**src/rtl/fifo_reader_pkg.sv**
```systemverilog
// Shared definitions for fifo_reader: state encoding, output buffer depth and
// occupancy width, and the packet-counter width helper.
package fifo_reader_pkg;

  localparam int BUF_DEPTH = 2;
  localparam int OCC_W     = 2;

  typedef logic [OCC_W-1:0] occ_t;
  typedef logic [1:0]       state_t;

  localparam state_t ST_IDLE    = 2'd0;
  localparam state_t ST_READ    = 2'd1;
  localparam state_t ST_CAPTURE = 2'd2;

  // Packet counter width; a one-word packet still needs a 1-bit counter.
  function automatic int cnt_width(input int n);
    return (n > 1) ? $clog2(n) : 1;
  endfunction

endpackage

```
**src/rtl/fifo_reader_skid.sv**
```systemverilog
// Two-entry, in-order output buffer for fifo_reader. The head entry always
// sits in slot 0 so m_data is a plain register output that holds during stalls.
module fifo_reader_skid
  import fifo_reader_pkg::*;
#(
  parameter int DATA_WIDTH = 8
) (
  input  logic                  clk,
  input  logic                  rst,
  input  logic                  i_push,
  input  logic [DATA_WIDTH-1:0] i_push_data,
  input  logic                  i_ready,
  output logic                  o_valid,
  output logic [DATA_WIDTH-1:0] o_data,
  output occ_t                  o_occ
);

  logic [DATA_WIDTH-1:0] r_mem [BUF_DEPTH];
  occ_t                  r_occ;
  logic                  w_pop;

  assign o_valid = (r_occ != '0);
  assign o_data  = r_mem[0];
  assign o_occ   = r_occ;
  assign w_pop   = o_valid && i_ready;

  // NOTE: sequential state uses non-blocking (<=) so every register samples
  // pre-edge values regardless of statement order.
  // NOTE: both data slots are reset, not just the occupancy, so m_data reads 0
  // out of reset; acceptable for two entries, not for a RAM-sized buffer.
  always_ff @(posedge clk) begin
    if (rst) begin
      r_occ    <= '0;
      r_mem[0] <= '0;
      r_mem[1] <= '0;
    end else begin
      unique case ({i_push, w_pop})
        2'b10: begin
          r_mem[r_occ[0]] <= i_push_data;
          r_occ           <= r_occ + occ_t'(1);
        end
        2'b01: begin
          r_mem[0] <= r_mem[1];
          r_occ    <= r_occ - occ_t'(1);
        end
        2'b11: begin
          // Simultaneous push and pop: the new word lands behind whatever stays.
          if (r_occ == occ_t'(1)) begin
            r_mem[0] <= i_push_data;
          end else begin
            r_mem[0] <= r_mem[1];
            r_mem[1] <= i_push_data;
          end
        end
        default: ;
      endcase
    end
  end

endmodule

```
**src/rtl/fifo_reader.sv**
```systemverilog
// Read-side controller for the synchronous FIFO: IDLE/READ/CAPTURE sequencer
// feeding a 2-entry valid/ready buffer. Optional m_last via FIFO_READER_LAST_EN.
module fifo_reader
  import fifo_reader_pkg::*;
#(
  parameter int DATA_WIDTH = 8,
  parameter int PKT_LEN    = 4
) (
  input  logic                  clk,
  input  logic                  rst,
  output logic                  fifo_rd_en,
  input  logic [DATA_WIDTH-1:0] fifo_dout,
  input  logic                  fifo_empty,
  output logic                  m_valid,
  input  logic                  m_ready,
  output logic [DATA_WIDTH-1:0] m_data
`ifdef FIFO_READER_LAST_EN
  ,
  output logic                  m_last
`endif
);

  state_t r_state;
  state_t w_state_nxt;
  occ_t   w_occ;
  logic   w_capture;

  if (PKT_LEN < 1) begin : g_bad_pkt_len
    $error("fifo_reader: PKT_LEN must be >= 1");
  end

  // Return to IDLE after every capture: fifo_empty is stale during CAPTURE.
  // NOTE: next-state starts from a default so no path leaves it unassigned,
  // which would otherwise infer a latch.
  always_comb begin
    w_state_nxt = r_state;
    unique case (r_state)
      ST_IDLE: begin
        if (!fifo_empty && (w_occ < occ_t'(BUF_DEPTH))) w_state_nxt = ST_READ;
      end
      ST_READ:    w_state_nxt = ST_CAPTURE;
      ST_CAPTURE: w_state_nxt = ST_IDLE;
      default:    w_state_nxt = ST_IDLE;
    endcase
  end

  always_ff @(posedge clk) begin
    if (rst) r_state <= ST_IDLE;
    else     r_state <= w_state_nxt;
  end

  assign fifo_rd_en = (r_state == ST_READ);
  assign w_capture  = (r_state == ST_CAPTURE);

  fifo_reader_skid #(
    .DATA_WIDTH (DATA_WIDTH)
  ) u_skid (
    .clk         (clk),
    .rst         (rst),
    .i_push      (w_capture),
    .i_push_data (fifo_dout),
    .i_ready     (m_ready),
    .o_valid     (m_valid),
    .o_data      (m_data),
    .o_occ       (w_occ)
  );

`ifdef FIFO_READER_LAST_EN
  localparam int CNT_W = cnt_width(PKT_LEN);

  logic [CNT_W-1:0] r_cnt;
  logic             w_pop;

  assign w_pop  = m_valid && m_ready;
  assign m_last = m_valid && (r_cnt == CNT_W'(PKT_LEN - 1));

  // Counts accepted words only, so a stalled last word keeps m_last asserted.
  always_ff @(posedge clk) begin
    if (rst) begin
      r_cnt <= '0;
    end else if (w_pop) begin
      r_cnt <= m_last ? '0 : r_cnt + CNT_W'(1);
    end
  end
`endif

endmodule

```
**config.mk**
```make
export PLATFORM = sky130hd
export DESIGN_NAME = fifo_reader
export DESIGN_NICKNAME = d
export VERILOG_FILES = /design/src/rtl/fifo_reader_pkg.sv /design/src/rtl/fifo_reader_skid.sv /design/src/rtl/fifo_reader.sv
export SDC_FILE = /design/constraint.sdc
export NUM_CORES = 1
export LEC_CHECK = 0
export CORE_AREA = 4 4 55 52
export CTS_CLUSTER_DIAMETER = 120
export CTS_CLUSTER_SIZE = 25
export DETAILED_ROUTE_END_ITERATION = 8
export DIE_AREA = 0 0 59 56
export PLACE_DENSITY = 0.72
export SLEW_MARGIN = 30
export SYNTH_ARGS = -nofsm -noshare
export SYNTH_HDL_FRONTEND = slang
export SYNTH_SLANG_ARGS = --single-unit
```
**constraint.sdc**
```tcl
create_clock -name clk -period 2.1 [get_ports clk]
set_input_delay 0.42 -clock clk [delete_from_list [all_inputs] [get_ports clk]]
set_output_delay 0.42 -clock clk [all_outputs]
set_load 0.05 [all_outputs]
```
Word level (Yosys, flattened, before mapping) --
Memories as Yosys holds them, arrays and structs flattened. Index checks and enable logic that the tools add are counted.
Word-level totals: memories kept 1, ROM bits 0, RAM bits 16, input bits 12, register bits 4, word-level logic and storage cells 50, bits in latches 0
Operators by class: equal/unequal tests 7, shift-type cells 0, bitwise operators 4, magnitude comparators 1, multipliers 0, $add $sub $neg 2, reduce and logical (&&, ||, !) cells 7, muxes and demuxes 26, divide/modulo/power cells 0
Memory list:
- u_skid.r_mem | depth 2, bits a word 8, rd ports 2, clocked after memory_dff 0, write ports 2, line fifo_reader_skid.sv:18 | logic [DATA_WIDTH-1:0] r_mem [BUF_DEPTH];
Operator list (count):
- $mux 8 | 5
- $mux 1 | 18
- $pmux 2 s2 | 2
- $reduce_or 8->1 | 1
- $eq 2x1->1 const B | 3
- $eq 2x2->1 const B | 3
- $or 1x1->1 | 4
- $reduce_bool 2->1 | 2
- $add 2x1->2 const B | 1
- $logic_and 1x1->1 | 2
- $logic_not 2->1 | 1
- $lt 2x2->1 const B | 1
- $mux 2 | 1
- $ne 2x2->1 const B | 1
- $sub 2x1->2 const B | 1
- $logic_not 1->1 | 1

Logic depth before layout (Yosys ltp) --
Gate-level depths: netlist of run 1.
depth after elaboration 10, mapped depth 9

Cells and area by module --
From an unflattened synthesis of run 1, not the netlist that was laid out.
Second synthesis, totals: cell total of the unflattened synthesis 87, area, all modules 980.9 um^2
By module, submodules not included:
- fifo_reader_skid | area an instance 908.4 um^2, cells each 80, sequential area each 520.5 um^2, instances 1
- fifo_reader | area an instance 72.6 um^2, cells each 7, sequential area each 40.0 um^2, instances 1

Worst setup path after synthesis of run 1 --
Ideal clock, no wire load.
path type reg2reg, start register u_skid.r_occ[0], in the netlist u_skid.o_occ[0], end memory u_skid.r_mem[1][0], enable pin, data arrival time 1805 ps, stages on the path, launching flop included 8, path slack -89 ps, required time 1716 ps, buffers on the path 0, period minus slack after synthesis 2189 ps, cell sequence dfxtp_1 inv_1 ha_1 nand2b_1 inv_1 ha_1 nand2b_1 o21ai_0
RTL lines:
- start: declaration | line fifo_reader_skid.sv:19 | occ_t r_occ;
- start signal: assignment | line fifo_reader_skid.sv:40 | r_occ <= r_occ + occ_t'(1);
- start signal: assignment | line fifo_reader_skid.sv:44 | r_occ <= r_occ - occ_t'(1);
- end: declaration | line fifo_reader_skid.sv:18

==> out/qor.yml, run 1 <==
grt_pass1_vias: 725
grt-ovfl-total: 0
core_mm2: 0.00234
io_buffer_count: 21
clk_root_buffer_cell: "clkbuf_4"
power.switching_mw: 0.561
crit_type: "flop to flop"
vias: 736
drtAntennaViolNets: 0
p_comb_share_pct: 46.9
whs_ns: 0.427
grt_max_degree: 12
layout.nets: 137
rsz0062_at_grt: "true"
cts_num_sinks: 20
clk_path_buf_depth: 2
cp-start-kind: "flop"
synthTopCellsByArea: "edfxtp_1 50%, dfxtp_1 8.3%, ha_1 6.5%"
worst_slew_pin_slew_ns: 0.704
grt_use_total_pct: 12.7
instances_no_fill: 147
ys_types: 21
crit_required_ns: 2.08
viasPerCell: 5.01
path_max_fanout: 8
dpl_cell_area_mm2: 0.00127
synth_cells: 86
ctsHoldBuffers: 0
clk-insertion-delay-late_ns: 0.30
p_per_area_mw_per_mm2: 1110
wl_per_cell_um: 13.4
min_period_ns: 1.99
critPathMaxStageDelay_ns: 0.35
synth_nets: 103
rows: 17
setup_viol: 0
cts-htree-levels: 1
grt_pass1_wl_um: 3190
report.final.slew_viol_count: 0
crit_arrival_ns: 1.97
cts-buffers-inserted: 3
layout-drive-gt1-share_pct: 15.1
area_growth_pct: 36.3
antenna_cells: 0
drc: 0
status: "finished clean"
die_area_mm2: 0.00330
finalInstanceArea_mm2: 0.00132
slowest_stage: "dfxtp_1"
power.total_mw: 1.46
antenna_found_initial: 0
hold_viol_final: 0
timing.final.crit_share_pct: 94.6
initial_core_util_pct: 41.3
power_frac_seq_pct: 37.8
cts_tree: "yes"
gp_congestion: 0.778
cap_violations: 0
drt_first_pass_iters: 4
drt_wl_total_um: 1970
die_height_um: 56
placed_cells: 143
min_path_type: "flop to flop"
ctsResizeCount: 0
cts.reportedPaths.clkPinSlew_ns: 0.11
dpl.hpwl_um: 1500
die_x_um: 59
cp_cell_sequence: "inv_1 -> ha_1 -> nand2b_1 -> buf_4 -> ha_1 -> buf_4 -> a21oi_1 -> o21ai_1"
yosysTopAreaCellShare_pct: 49.7
swShare_pct: 38.4
first_iter_violations: 15
ys_warn_count: 0
syn_avg_cell_area_um2: 11.2
tns_ns: 0
ios: 22
finClkSkew_ns: 0.00196
power.share.clock_pct: 15.3
irDropWorstVdd_mv: 1.01
fmax_mhz: 503
synth-seq-cells: 20
netlist_area_um2: 966
slew_headroom_pct: 52.8
p_int_mw: 0.900
postCtsSetupRepairBufs: 0
ys_seq_area_share_pct: 58.0
end_kind: "flop"
p_leak_nw: 0.541
synth_top_cell_by_area: "edfxtp_1"
-- stage by stage --
stage / utilization, % / worst slack (ns)
CTS: 55.8 / 0.0111
global placement: 54.2 / -0.0829
floorplan: - / 0.0792
global route: 56.3 / -0.0451
finish: 56.3 / 0.113
detailed placement: 54.2 / -0.173
-- cell usage in the layout (no fill, tap or decap) --
master	n
clkdlybuf4s50_1	19
edfxtp_1	16
buf_4	11
a21oi_1	9
and2_1	9
nand3_1	8
o21ai_0	6
inv_1	5
ha_1	5
nand2b_1	4
dfxtp_1	4
o21ai_1	3
nor2_1	3
clkbuf_4	3
nor2b_1	2
nand2_1	2
xor2_1	2
a21o_4	1
a21oi_2	1
or3_4	1
nor3b_1	1
or4_1	1
a211oi_1	1
clkbuf_8	1
dlymetal6s2s_1	1
-- worst paths after layout --
check,to,cells past startpoint,slack (ns),start
setup / recovery,u_skid.r_mem[1][4]$_DFFE_PP_,8,0.11,u_skid.o_occ[1]$_SDFFE_PP0P_
hold / removal,r_state[0]$_SDFFE_PP0P_,1,0.43,u_skid.o_occ[1]$_SDFFE_PP0P_
setup reg to reg,u_skid.r_mem[1][4]$_DFFE_PP_,8,0.11,u_skid.o_occ[1]$_SDFFE_PP0P_
hold reg to reg,r_state[0]$_SDFFE_PP0P_,1,0.43,u_skid.o_occ[1]$_SDFFE_PP0P_
-- critical path: cells and delay by family (launching register included) --
kind | cells | cell delay, ns
adders and majority gates | 2 | 0.41
DFF | 1 | 0.35
AOI/OAI and AO/OA | 2 | 0.38
buffers and inverters | 3 | 0.37
and+or+nand+nor | 1 | 0.16
-- cells in the mapped netlist (all sizes together) --
| master | n |
|---|---|
| nand3 | 8 |
| or3 | 1 |
| nand2 | 2 |
| nor3b | 1 |
| and2 | 9 |
| or4 | 1 |
| o21ai | 9 |
| inv | 5 |
| ha | 5 |
| nand2b | 4 |
| dfxtp | 4 |
| xor2 | 2 |
| a21oi | 10 |
| a211oi | 1 |
| nor2 | 3 |
| buf | 2 |
| a21o | 1 |
| edfxtp | 16 |
| nor2b | 2 |
-- power groups by stage --
stage          registers, mW  logic [mW]  clock network [mW]
3_5_place_dp           0.563       0.680                   0
6_report               0.552       0.686               0.224
2_1_floorplan          0.711       0.289                   0
4_1_cts                0.553       0.683               0.224
3_3_place_gp           0.560       0.668                   0
5_1_grt                0.561       0.739               0.243
-- flip-flops by register name, indices dropped and copies added, names as in the netlist --
signal / count
r_state: 2
u_skid.o_occ: 2
u_skid.r_mem: 16
-- layout make-up --
class                           instances  area (µm²)
Fill cell                             213        1020
Tap cell                               28        35.0
Clock buffer                            4        36.3
Sequential cell                        20         561
Timing Repair Buffer                   31         285
Inverter                                5        18.8
Multi-Input combinational cell         59         380
-- layer usage --
metal | up-vias | wire length, µm | global-route usage [%]
met5 | - | 0 | 0
met3 | 4 | 102 | 2.78
met4 | 0 | 21 | 2.91
met1 | 339 | 819 | 16.1
li1 | 370 | - | -
met2 | 23 | 1020 | 21.8
-- cell families after synthesis --
group / Yosys count / synth area share, %
flip-flops: 20 / 58.0
adder cells (fa/ha/maj): 5 / 6.48
buffers and inverters: 7 / 3.50
XOR/XNOR: 2 / 1.81
AO/OA/AOI/OAI: 21 / 12.2
AND/OR/NAND/NOR: 31 / 18.0
(Power assumes the default switching activity.)
==> run 2: changes to the inputs <==
Settings changed: CORE_AREA 4 4 55 52 to 4 4 52 49, DIE_AREA 0 0 59 56 to 0 0 56 53, DONT_BUFFER_PORTS from default to 1, PLACE_DENSITY 0.72 to 0.61.
==> run 2 against run 1 <==
Effect of this change: sequential power increased by 27%; non-clock buffer count decreased by 25; via count decreased by 12%; power decreased by 4.4%; combinational power decreased by 44%; critical path depth unchanged; sequential share of layout area increased by 8.8 points; clock-buffer cell count decreased by 1; critical path type unchanged; largest cell class unchanged; highest routed layer unchanged.
==> out/qor.yml, run 2 (synthesized netlist as in run 1, its figures left out) <==
cts-htree-levels: 1
drc: 0
fmax_mhz: 523
min_to: "r_state[1]$_SDFFE_PP0P_"
cts.reportedPaths.clkPinSlew_ns: 0.12
rsz0062_at_grt: "false"
whs_path_depth: 1
power.total_mw: 1.40
p_per_area_mw_per_mm2: 1280
crit_required_ns: 2.17
power.switching_mw: 0.534
tns_ns: 0
finalInstanceArea_mm2: 0.00109
dpl.hpwl_um: 1320
grt_pass1_vias: 660
final_cell_mix: "16 x edfxtp_1, 10 x a21oi_1, 9 x and2_1"
vias: 646
antenna_cells: 0
layout-drive-gt1-share_pct: 13.8
grt_use_total_pct: 12.9
grt-ovfl-total: 0
slew_headroom_pct: 65.2
instances_no_fill: 121
path_max_fanout: 8
initial_core_util_pct: 46.4
finClkSkew_ns: 0.00337
placed_cells: 117
swShare_pct: 38.2
setup_viol: 0
top_register: "u_skid.r_mem"
report.final.slew_viol_count: 0
dpl_cell_area_mm2: 0.00103
die_area_mm2: 0.00297
grt_max_degree: 13
crit_type: "flop to flop"
cts_num_sinks: 20
p_comb_share_pct: 27.2
ff_latch_area_um2: 561
die_height_um: 53
worst_slew_pin_slew_ns: 0.522
r2r_end: "u_skid.r_mem[0][3]$_DFFE_PP_"
irDropWorstVdd_mv: 0.849
cap_violations: 0
viasPerCell: 5.34
r2r.worst_path.cells: 8
drtAntennaViolNets: 0
drt_wl_total_um: 1760
ios: 22
n_fill_cell: 206
wl_per_cell_um: 14.6
cp-start-kind: "flop"
clk_root_buffer_cell: "clkbuf_4"
min_path_type: "input port to flop"
r2r_slack_ns: 0.19
layout.nets: 112
cts_tree: "yes"
grt_pass1_wl_um: 2880
hold_viol_final: 0
min_period_ns: 1.91
io_buffer_count: 0
core_mm2: 0.00208
crit_start: "u_skid.o_occ[1]$_SDFFE_PP0P_"
final_common_cell: "edfxtp_1"
cts-buffers-inserted: 3
ctsHoldBuffers: 0
multiInputGateArea_um2: 379
area_growth_pct: 12.8
antenna_found_initial: 0
die_x_um: 56
clk_path_buf_depth: 2
rows: 16
drt_first_pass_iters: 4
power.share.clock_pct: 22.7
timing.final.crit_share_pct: 91.0
hold_start: "rst"
largest_register_ffs: 16
p_int_mw: 0.863
first_iter_violations: 17
gp_congestion: 0.760
r2r-start: "u_skid.o_occ[1]$_SDFFE_PP0P_"
ctsResizeCount: 0
power_frac_seq_pct: 50.1
status: "finished clean"
p_leak_nw: 0.431
crit_arrival_ns: 1.98
clk-insertion-delay-late_ns: 0.30
end_kind: "flop"
postCtsSetupRepairBufs: 0
==> run 2: cell count changes in the layout (fill, tap and decap cells not counted), moves of 2 or more <==
cell / previous run / this run
o21ai_1: 3 / 1
buf_4: 11 / 6
clkdlybuf4s50_1: 19 / 0
o21ai_0: 6 / 8
==> run 2: how the worst max path moves through the flow <==
stage | to
after global placement | u_skid.r_mem[0][2]$_DFFE_PP_
after detailed placement | u_skid.r_mem[0][7]$_DFFE_PP_
after floorplan | u_skid.r_mem[0][0]$_DFFE_PP_
after global routing | u_skid.r_mem[0][7]$_DFFE_PP_
final | u_skid.r_mem[0][3]$_DFFE_PP_
after CTS | u_skid.r_mem[0][7]$_DFFE_PP_
==> run 2: cell type report <==
class / instances / area share, %
Clock buffer: 3 / 2.07
Clock inverter: 1 / 2.76
Inverter: 5 / 1.72
Multi-Input combinational cell: 59 / 34.8
Sequential cell: 20 / 51.4
Tap cell: 27 / 3.10
Timing Repair Buffer: 6 / 4.13
==> run 2: layer usage <==
layer,vias up,GRT usage [%],wire (µm)
met4,0,7.51,32
met5,-,0,0
met3,5,4.88,117
li1,323,-,-
met2,22,22.0,866
met1,296,13.7,746
==> run 2: per-stage QoR <==
| stage | hold slack [ns] | setup WS (ns) | util [%] |
|---|---|---|---|
| after floorplan | 0.390 | 0.0792 | - |
| after global placement | 0.403 | 0.186 | 49.5 |
| after detailed placement | 0.415 | 0.108 | 49.5 |
| after CTS | 0.160 | 0.0871 | 52.0 |
| after global routing | 0.151 | 0.0376 | 52.3 |
| final | 0.167 | 0.189 | 52.3 |
==> run 2: critical path: stages, from the launching register on <==
cell      delay [ns]
dfxtp_1         0.35
inv_1           0.07
ha_1            0.19
nand2b_2        0.22
ha_1            0.25
nor2b_1         0.15
buf_4           0.16
o21ai_0         0.19
a21oi_1         0.10
==> run 2: power by group through the flow <==
stage	sequential, mW	clock [mW]	combinational (mW)
6_report	0.700	0.317	0.381
2_1_floorplan	0.711	0	0.289
3_3_place_gp	0.709	0	0.366
3_5_place_dp	0.712	0	0.374
5_1_grt	0.706	0.339	0.432
4_1_cts	0.703	0.321	0.376
==> run 3: changes to the inputs <==
Settings changed: SLEW_MARGIN 30 to 20.
==> results of run 3 <==
Final layout, timing and power as in run 2 (identical DEF).
